`config.mk`:
```
export PLATFORM = sky130hd
export DESIGN_NAME = src_mux_fwd
export DESIGN_NICKNAME = d
export VERILOG_FILES = /design/src/rtl/src_mux_fwd_pkg.sv /design/src/rtl/src_mux_fwd_port.sv /design/src/rtl/src_mux_fwd.sv
export SDC_FILE = /design/constraint.sdc
export NUM_CORES = 1
export LEC_CHECK = 0
export ABC_AREA = 1
export ABC_CLOCK_PERIOD_IN_PS = 1800
export BUFFER_PORTS_ARGS = -buffer_cell sky130_fd_sc_hd__clkbuf_2
export CAP_MARGIN = 10
export CORE_ASPECT_RATIO = 1.1
export CORE_MARGIN = 3
export CORE_UTILIZATION = 35
export DETAILED_ROUTE_END_ITERATION = 8
export SYNTH_ARGS = -nofsm -noshare
export SYNTH_HDL_FRONTEND = slang
export SYNTH_SLANG_ARGS = --single-unit
export TNS_END_PERCENT = 10
```
`constraint.sdc`:
```
create_clock -name clk -period 1.8 [get_ports clk]
set_input_delay 0.09 -clock clk [delete_from_list [all_inputs] [get_ports clk]]
set_output_delay 0.09 -clock clk [all_outputs]
set_load 0.01 [all_outputs]
```
`src/rtl/src_mux_fwd_pkg.sv`:
```
// Shared encodings for the EX-stage source mux: ALU source selectors and forwarding-source codes.
package src_mux_fwd_pkg;

  localparam int NUM_PORTS = 2;

  localparam logic [1:0] RF2SRC0       = 2'd0;
  localparam logic [1:0] IMM_BR2SRC0   = 2'd1;
  localparam logic [1:0] IMM_JMP2SRC0  = 2'd2;
  localparam logic [1:0] IMM_ADDR2SRC0 = 2'd3;

  localparam logic [1:0] RF2SRC1       = 2'd0;
  localparam logic [1:0] NPC2SRC1      = 2'd1;
  localparam logic [1:0] IMM2SRC1_4BSE = 2'd2;
  localparam logic [1:0] IMM_LHB2SRC1  = 2'd3;

  typedef enum logic [1:0] {
    FWD_RF = 2'd0,
    FWD_EX = 2'd1,
    FWD_DM = 2'd2
  } fwd_e;

endpackage

```
`src/rtl/src_mux_fwd_port.sv`:
```
// One register-source lane: ID_EX operand flops, write-back refresh while stalled,
// and the EX_DM / DM_WB forwarding priority mux.
module src_fwd_port
  import src_mux_fwd_pkg::*;
#(
  parameter int DATA_W   = 17,
  parameter int RADDR_W  = 4,
  parameter int ZERO_REG = 1
) (
  input  logic               clk,
  input  logic               rst,
  input  logic               stall,
  input  logic               flush,
  input  logic [RADDR_W-1:0] rs_addr,
  input  logic               rs_re,
  input  logic [DATA_W-1:0]  rf_data,
  input  logic [DATA_W-1:0]  dst_ex,
  input  logic [RADDR_W-1:0] dst_addr_ex,
  input  logic               we_ex,
  input  logic               ld_ex,
  input  logic [DATA_W-1:0]  dst_dm,
  input  logic [RADDR_W-1:0] dst_addr_dm,
  input  logic               we_dm,
  output logic [DATA_W-1:0]  data,
  output logic [1:0]         fwd,
  output logic               hit_ex
);

  logic [DATA_W-1:0]  p_q;
  logic [RADDR_W-1:0] rs_q;
  logic               re_q;
  logic               nz_in, nz_q, hit_dm;

  assign nz_in = !((ZERO_REG != 0) && (rs_addr == '0));
  assign nz_q  = !((ZERO_REG != 0) && (rs_q == '0));

  always_ff @(posedge clk) begin
    if (rst) begin
      p_q  <= '0;
      rs_q <= '0;
      re_q <= 1'b0;
    end else if (stall) begin
      // keep the held operand coherent with whatever retires underneath the stall
      if (re_q && we_dm && (dst_addr_dm == rs_q) && nz_q)
        p_q <= dst_dm;
    end else if (flush) begin
      p_q  <= '0;
      rs_q <= '0;
      re_q <= 1'b0;
    end else begin
      rs_q <= rs_addr;
      re_q <= rs_re;
      // RF is read-before-write, so catch the same-cycle write-back here
      p_q  <= (we_dm && (dst_addr_dm == rs_addr) && nz_in) ? dst_dm : rf_data;
    end
  end

  assign hit_ex = re_q && we_ex && (dst_addr_ex == rs_q) && nz_q;
  assign hit_dm = re_q && we_dm && (dst_addr_dm == rs_q) && nz_q;

  // EX_DM is the newer result, but a load's EX_DM value is an address, not data
  always_comb begin
    data = p_q;
    fwd  = FWD_RF;
    if (hit_ex && !ld_ex) begin
      data = dst_ex;
      fwd  = FWD_EX;
    end else if (hit_dm) begin
      data = dst_dm;
      fwd  = FWD_DM;
    end
  end

endmodule

```
`src/rtl/src_mux_fwd.sv`:
```
// EX-stage source mux with internal forwarding, load-use detection and store-data pipelining.
module src_mux_fwd
  import src_mux_fwd_pkg::*;
#(
  parameter int DATA_W   = 17,
  parameter int RADDR_W  = 4,
  parameter int IMM_W    = 12,
  parameter int BR_W     = 9,
  parameter int JMP_W    = 12,
  parameter int ADDR_W   = 4,
  parameter int LHB_W    = 8,
  parameter int ZERO_REG = 1
) (
  input  logic               clk,
  input  logic               rst,
  input  logic               stall_ID_EX,
  input  logic               stall_EX_DM,
  input  logic               flush_ID_EX,
  input  logic [RADDR_W-1:0] rs0_addr,
  input  logic [RADDR_W-1:0] rs1_addr,
  input  logic               rs0_re,
  input  logic               rs1_re,
  input  logic [DATA_W-1:0]  p0,
  input  logic [DATA_W-1:0]  p1,
  input  logic [1:0]         src0sel_ID_EX,
  input  logic [1:0]         src1sel_ID_EX,
  input  logic [IMM_W-1:0]   imm_ID_EX,
  input  logic [DATA_W-1:0]  pc_ID_EX,
  input  logic [DATA_W-1:0]  dst_EX_DM,
  input  logic [DATA_W-1:0]  dst_DM_WB,
  input  logic [RADDR_W-1:0] dst_addr_EX_DM,
  input  logic [RADDR_W-1:0] dst_addr_DM_WB,
  input  logic               we_EX_DM,
  input  logic               we_DM_WB,
  input  logic               ld_EX_DM,
  output logic [DATA_W-1:0]  src0,
  output logic [DATA_W-1:0]  src1,
  output logic [DATA_W-1:0]  p0_EX_DM,
  output logic [1:0]         fwd0,
  output logic [1:0]         fwd1,
  output logic               load_use_hz
);

  logic [NUM_PORTS-1:0][RADDR_W-1:0] rs_addr_v;
  logic [NUM_PORTS-1:0]              rs_re_v, hit_ex_v;
  logic [NUM_PORTS-1:0][DATA_W-1:0]  rf_v, p_v;
  logic [NUM_PORTS-1:0][1:0]         fwd_v;

  assign rs_addr_v = {rs1_addr, rs0_addr};
  assign rs_re_v   = {rs1_re, rs0_re};
  assign rf_v      = {p1, p0};

  for (genvar i = 0; i < NUM_PORTS; i++) begin : g_port
    src_fwd_port #(
      .DATA_W  (DATA_W),
      .RADDR_W (RADDR_W),
      .ZERO_REG(ZERO_REG)
    ) u_port (
      .clk        (clk),
      .rst        (rst),
      .stall      (stall_ID_EX),
      .flush      (flush_ID_EX),
      .rs_addr    (rs_addr_v[i]),
      .rs_re      (rs_re_v[i]),
      .rf_data    (rf_v[i]),
      .dst_ex     (dst_EX_DM),
      .dst_addr_ex(dst_addr_EX_DM),
      .we_ex      (we_EX_DM),
      .ld_ex      (ld_EX_DM),
      .dst_dm     (dst_DM_WB),
      .dst_addr_dm(dst_addr_DM_WB),
      .we_dm      (we_DM_WB),
      .data       (p_v[i]),
      .fwd        (fwd_v[i]),
      .hit_ex     (hit_ex_v[i])
    );
  end

  assign fwd0        = fwd_v[0];
  assign fwd1        = fwd_v[1];
  assign load_use_hz = ld_EX_DM && (|hit_ex_v);

  logic [DATA_W-1:0] imm_br, imm_jmp, imm_addr, imm_lhb;
  assign imm_br   = {{(DATA_W-BR_W){imm_ID_EX[BR_W-1]}},     imm_ID_EX[BR_W-1:0]};
  assign imm_jmp  = {{(DATA_W-JMP_W){imm_ID_EX[JMP_W-1]}},   imm_ID_EX[JMP_W-1:0]};
  assign imm_addr = {{(DATA_W-ADDR_W){imm_ID_EX[ADDR_W-1]}}, imm_ID_EX[ADDR_W-1:0]};
  assign imm_lhb  = {{(DATA_W-LHB_W){imm_ID_EX[LHB_W-1]}},   imm_ID_EX[LHB_W-1:0]};

  always_comb begin
    case (src0sel_ID_EX)
      RF2SRC0:      src0 = p_v[0];
      IMM_BR2SRC0:  src0 = imm_br;
      IMM_JMP2SRC0: src0 = imm_jmp;
      default:      src0 = imm_addr;
    endcase
  end

  always_comb begin
    case (src1sel_ID_EX)
      RF2SRC1:       src1 = p_v[1];
      NPC2SRC1:      src1 = pc_ID_EX;
      IMM2SRC1_4BSE: src1 = imm_addr;
      default:       src1 = imm_lhb;
    endcase
  end

  always_ff @(posedge clk) begin
    if (rst)
      p0_EX_DM <= '0;
    else if (!stall_EX_DM)
      p0_EX_DM <= p_v[0];
  end

endmodule

```
# [After elaboration in Yosys (flattened, before gate mapping)]
# Cells that the tools add are included.
# Widths: inputs -> output; s select.
[op_classes] n_eq_ne=10 mux=20 reduce_logical=31
[ops] op="$mux 17" n=10
[ops] op="$pmux 17 s3" n=2
[ops] op="$eq 4x4->1" n=6
[ops] op="$logic_and 1x1->1" n=19
[ops] op="$logic_not 4->1" n=4
[ops] op="$mux 2" n=4
[ops] op="$mux 4" n=2
[ops] op="$logic_not 1->1" n=5
[ops] op="$eq 2x1->1 const B" n=2
[ops] op="$eq 2x2->1 const B" n=2
[ops] op="$logic_not 2->1" n=2
[ops] op="$mux 1" n=2
[ops] op="$reduce_or 2->1" n=1
[totals] reg_bits=61 inputBits=127 output_inout_bits=56

# [Longest topological paths before layout]
[logic_depth] word_depth=6 depth_mapped=12

# [Modules after synthesis]
# From an unflattened synthesis, not the netlist that was laid out.
[unflattened] hier_cells=891 area_unflattened_um2=5295.1
[modules_own_cells] module="src_fwd_port" n_inst=2 cells_per_inst=346 area_each_um2=2014.4
[modules_own_cells] module="src_mux_fwd" n_inst=1 cells_per_inst=199 area_each_um2=1266.2

# [Worst setup path after synthesis]
# OpenSTA, ideal clock, no wires.
[synth_path] kind="register to output" from="register g_port[0].u_port.rs_q[1]" to="output src0[16]" arrival_time_ns=1.362 slack_ns=0.348 path_stages_with_launch=12 path_buffers=1 cell_sequence="dfxtp_1 inv_2 nand2_1 nand2_2 nor2_4 nand3_4 buf_12 nand2_4 nand3_2 nand2_1 nand2_1 nand2_1"
[synth_between] elab_chain_len=6 word_cells_on_any_way=12 classes_between="2 x eq/ne; 3 x mux; 7 x reduce/logical"
[synth_lines] element="start, declared" line_no="src_mux_fwd_port.sv:30" source="logic [RADDR_W-1:0] rs_q;"
[synth_lines] element="start signal, assigned" line_no="src_mux_fwd_port.sv:51" source="rs_q <= rs_addr;"
[synth_lines] element="$eq 4x4->1 (tied with other cells)" line_no="src_mux_fwd_port.sv:59" source="assign hit_dm = re_q && we_dm && (dst_addr_dm == rs_q) && nz_q;"
[synth_lines] element="$logic_and 1x1->1 (tied with other cells)" line_no="src_mux_fwd_port.sv:59"
[synth_lines] element="$logic_and 1x1->1 (on tied branches)" line_no="src_mux_fwd_port.sv:59, src_mux_fwd_port.sv:58"
[synth_lines] element="$mux 17 or $logic_and 1x1->1 (tied branches)" line_no="src_mux_fwd_port.sv:68, src_mux_fwd_port.sv:65"
[synth_lines] element="$mux 17 (*)" line_no="src_mux_fwd_port.sv:65" source="if (hit_ex && !ld_ex) begin"
[synth_lines] element="$pmux 17 s3 (*)" line_no="src_mux_fwd.sv:90" source="case (src0sel_ID_EX)"
[synth_lines] element="end, declared" line_no="src_mux_fwd.sv:36" source="output logic [DATA_W-1:0] src0,"
# Every way passes the cells marked *; elsewhere a longest branch is shown, timed or not.

# [Final worst setup path]
[layout_path] from="register g_port[1].u_port.rs_q[0]" to="output src1[1]"
[layout_between] elab_chain_len=6 word_cells_on_any_way=12 classes_between="2 x eq/ne; 3 x mux; 7 x reduce/logical"
[layout_lines] element="start, declared" line_no="src_mux_fwd_port.sv:30"
[layout_lines] element="start signal, assigned" line_no="src_mux_fwd_port.sv:51"
[layout_lines] element="$eq 4x4->1 (tied with other cells)" line_no="src_mux_fwd_port.sv:59"
[layout_lines] element="$logic_and 1x1->1 (tied with other cells)" line_no="src_mux_fwd_port.sv:59"
[layout_lines] element="$logic_and 1x1->1 (on tied branches)" line_no="src_mux_fwd_port.sv:59, src_mux_fwd_port.sv:58"
[layout_lines] element="$mux 17 or $logic_and 1x1->1 (tied branches)"
[layout_lines] element="$mux 17 (*)" line_no="src_mux_fwd_port.sv:65"
[layout_lines] element="$pmux 17 s3 (*)" line_no="src_mux_fwd.sv:99" source="case (src1sel_ID_EX)"
[layout_lines] element="end, declared" line_no="src_mux_fwd.sv:37" source="output logic [DATA_W-1:0] src1,"
# Marks and branches as above.

==> impl_metrics.toml <==
[setup_path]
r2r_cells = 11
cp.arrival_ns = 1.92
reg2reg_from = "g_port[0].u_port.rs_q[0]"
r2r_slack_ns = 0.25
cp_max_fo = 8
worst_path_max_delay_cell = "dfxtp_2"
path_class = "flip-flop to output port"
cpMostUsedCell = "nand2_1"
r2r-end = "p0_EX_DM[11]"
critPathMaxStageDelay_ns = 0.35
worstSetupEndpointType = "output port"
path_cells = "inv_2 > nand2_2 > nand2_2 > nor2_4 > clkbuf_16 > nand4_1 > nand2_1 > nand2_1 > nand2_1 > nand3_1 > clkbuf_2"
startpoint_type = "flip-flop"
crit_required_ns = 1.71

[timing]
rsz0062_at_grt = "yes"
worst_pin_slew_ns = 0.549
finalCritPeriodShare = 1.12
finalSetupViolCount = 35
fin_ws_ns = -0.208
fmax_mhz = 498
drv_slew = 0
slew_headroom = 0.633
fin_skew_ns = 0.00765
timing.final.crit_period_ns = 2.01
hold_violations = 0

[job]
max_cap_violations = 0

[placement]
placed_area_mm2 = 0.00673
placedCellCount = 1312
port_buffers = 182
hpwl_mm = 16.0
gp_congestion = 0.927

[die]
core_area_mm2 = 0.0153
num_io_pins = 183
std_cell_rows = 47
dieArea_mm2 = 0.0175
die_w_um = 126
die_h_um = 138
start_util = 0.364

[final_layout]
multi_input_area_mm2 = 0.00391
layout.cells.non_filler = 1353
area_growth_pct = 42.9
drive_gt1_frac = 0.367
stdcell_area_mm2 = 0.00798
seq_area_mm2 = 0.00124
utilization = 0.520
num_antenna_cells = 0
fillCellCount = 1584
final_common_cell = "nand2_1"
mostFrequentLayoutCells = "nand2_1, clkbuf_2, inv_1"
nNetsFinal = 1279

[logic_synthesis]
synthTopCellsByArea = "dfxtp_1, nand2_1, nand3_1, inv_1, nand4_1"
syn_avg_cell_area_um2 = 5.83
synth_area_leader_cell = "dfxtp_1"
synth_top_area_share = 0.219
syn_area_mm2 = 0.00558
syn_nets = 1085
yosys.cell_types.count = 35
ys_warn_count = 0
synthCells = 958
synth-seq-area-share = 0.219
ys_seq_elements = 61

[clock_tree]
clkSinkCount = 61
root_buffer = "clkbuf_16"
clockBufferDepth = 2
clk_latency_ns = 0.34
cts_tree = "yes"
clk_pin_slew_worst_paths_ns = 0.06
cts_made_buffers = 9
h-tree-depth = 3

[route]
wl_mm = 21.5
vias_per_cell = 5.08
first_pass_iters = 5
num_vias = 6875
drt_first_iter_violations = 695
ant_nets = 0
wire_per_inst_um = 15.9
drc = 0

[power_and_ir_drop]
p_leak_nw = 4.22
irDropWorstVdd_uv = 482
power_density_mw_per_mm2 = 574
power.total_mw = 4.58

[global_routing]
grt_usage = 0.235
antenna_found_initial = 0
grt_max_degree = 62
grt_first_pass_wirelength_mm = 33.3
grt_pass1_vias = 6203
grt-ovfl-total = 0

[hold_path]
min_path_type = "input port to flip-flop"
hold_end = "g_port[1].u_port.rs_q[3]"
hold_depth = 3
min_from = "rs1_addr[3]"

[run_status]
violations = "setup timing"
status = "complete, but fails checks"
## state kept, by name (all words and copies together), names as in the netlist
name / cells
g_port.u_port.p_q: 34
g_port.u_port.re_q: 2
g_port.u_port.rs_q: 8
p0_EX_DM: 17
## worst max-delay path by stage
stage / from / endpoint / slack (ns) / cells past startpoint
6_report: g_port[1].u_port.rs_q[0] / src1[1] / -0.21 / 11
5_1_grt: g_port[1].u_port.rs_q[0] / src1[9] / -0.32 / 12
4_1_cts: g_port[1].u_port.rs_q[3] / src1[10] / -0.19 / 12
3_5_place_dp: g_port[1].u_port.rs_q[1] / src1[0] / 0.06 / 11
3_3_place_gp: g_port[1].u_port.rs_q[1] / src1[0] / 0.09 / 11
2_1_floorplan: g_port[0].u_port.rs_q[1] / src0[16] / 0.35 / 11
## layout make-up
class,instances,share of cell area
Sequential cell,61,0.156
Multi-Input combinational cell,686,0.490
Inverter,160,0.0768
Clock buffer,10,0.0299
Clock inverter,6,0.00909
Timing Repair Buffer,234,0.208
Tap cell,196,0.0307
## through the flow
step	setup slack (ns)	hold slack (ns)	setup TNS (ns)
final	-0.208	0.0119	-5.76
after global placement	0.0919	0.338	0
after detailed placement	0.0648	0.341	0
after CTS	-0.187	0.0101	-4.91
after floorplan	0.348	0.235	0
after global routing	-0.315	0.0240	-9.98
## cell families after synthesis
logic type	synth area share
AOI/OAI and AO/OA	0.0549
buffers and inverters	0.164
DFF	0.219
and+or+nand+nor	0.554
xor gates and xnor gates	0.00784
## synthesized netlist by cell type
| master | number |
|---|---|
| inv_1 | 146 |
| dlygate4sd1_1 | 1 |
| nor2_2 | 2 |
| nand3_1 | 135 |
| buf_6 | 6 |
| nand2_4 | 9 |
| nand2_1 | 266 |
| nand3_4 | 4 |
| nor2_1 | 84 |
| xnor2_1 | 1 |
| o21ai_0 | 3 |
| buf_8 | 1 |
| nand4_4 | 1 |
| nor2_4 | 9 |
| o22ai_1 | 1 |
| buf_1 | 1 |
| clkbuf_4 | 1 |
| inv_2 | 10 |
| nand2_2 | 13 |
| buf_2 | 19 |
| and2_1 | 1 |
| nand3_2 | 9 |
| o21ai_1 | 4 |
| buf_4 | 2 |
| clkbuf_8 | 1 |
| nand4_1 | 76 |
| nand4_2 | 10 |
| a21oi_1 | 53 |
| nor2_8 | 1 |
| inv_4 | 1 |
| buf_12 | 1 |
| clkinv_1 | 3 |
| xor2_1 | 4 |
| dfxtp_1 | 61 |
| clkbuf_1 | 18 |
## routing by layer
metal | part of all wire | track usage
met1 | 0.44 | 0.335
met2 | 0.45 | 0.364
met3 | 0.079 | 0.0359
met4 | 0.029 | 0.0745
met5 | 0 | 0
## report_power, final
group	total [mW]	switching [mW]	leakage, nW	internal [mW]
sequential	1.44	0.0286	0.505	1.41
clock	1.83	0.716	0.149	1.12
combinational	1.31	0.797	3.56	0.508
total	4.58	1.54	4.22	3.04
## critical path, delay by kind of cell, from the launching register on
family / cells / cell delay [ns]
flops: 1 / 0.35
buf+inv: 3 / 0.40
simple gates: 8 / 0.81
## what timing repair did
item | in CTS | in global routing
gates cloned | 1 | 8
endpoints found under the hold margin | 7 | 0
hold buffers | 7 | 0
resized for setup | 65 | 130
setup endpoints to repair | 38 | 39
pin swaps | 29 | 37
setup buffers | 4 | 5
No activity file was read; power rests on OpenSTA's default activity.
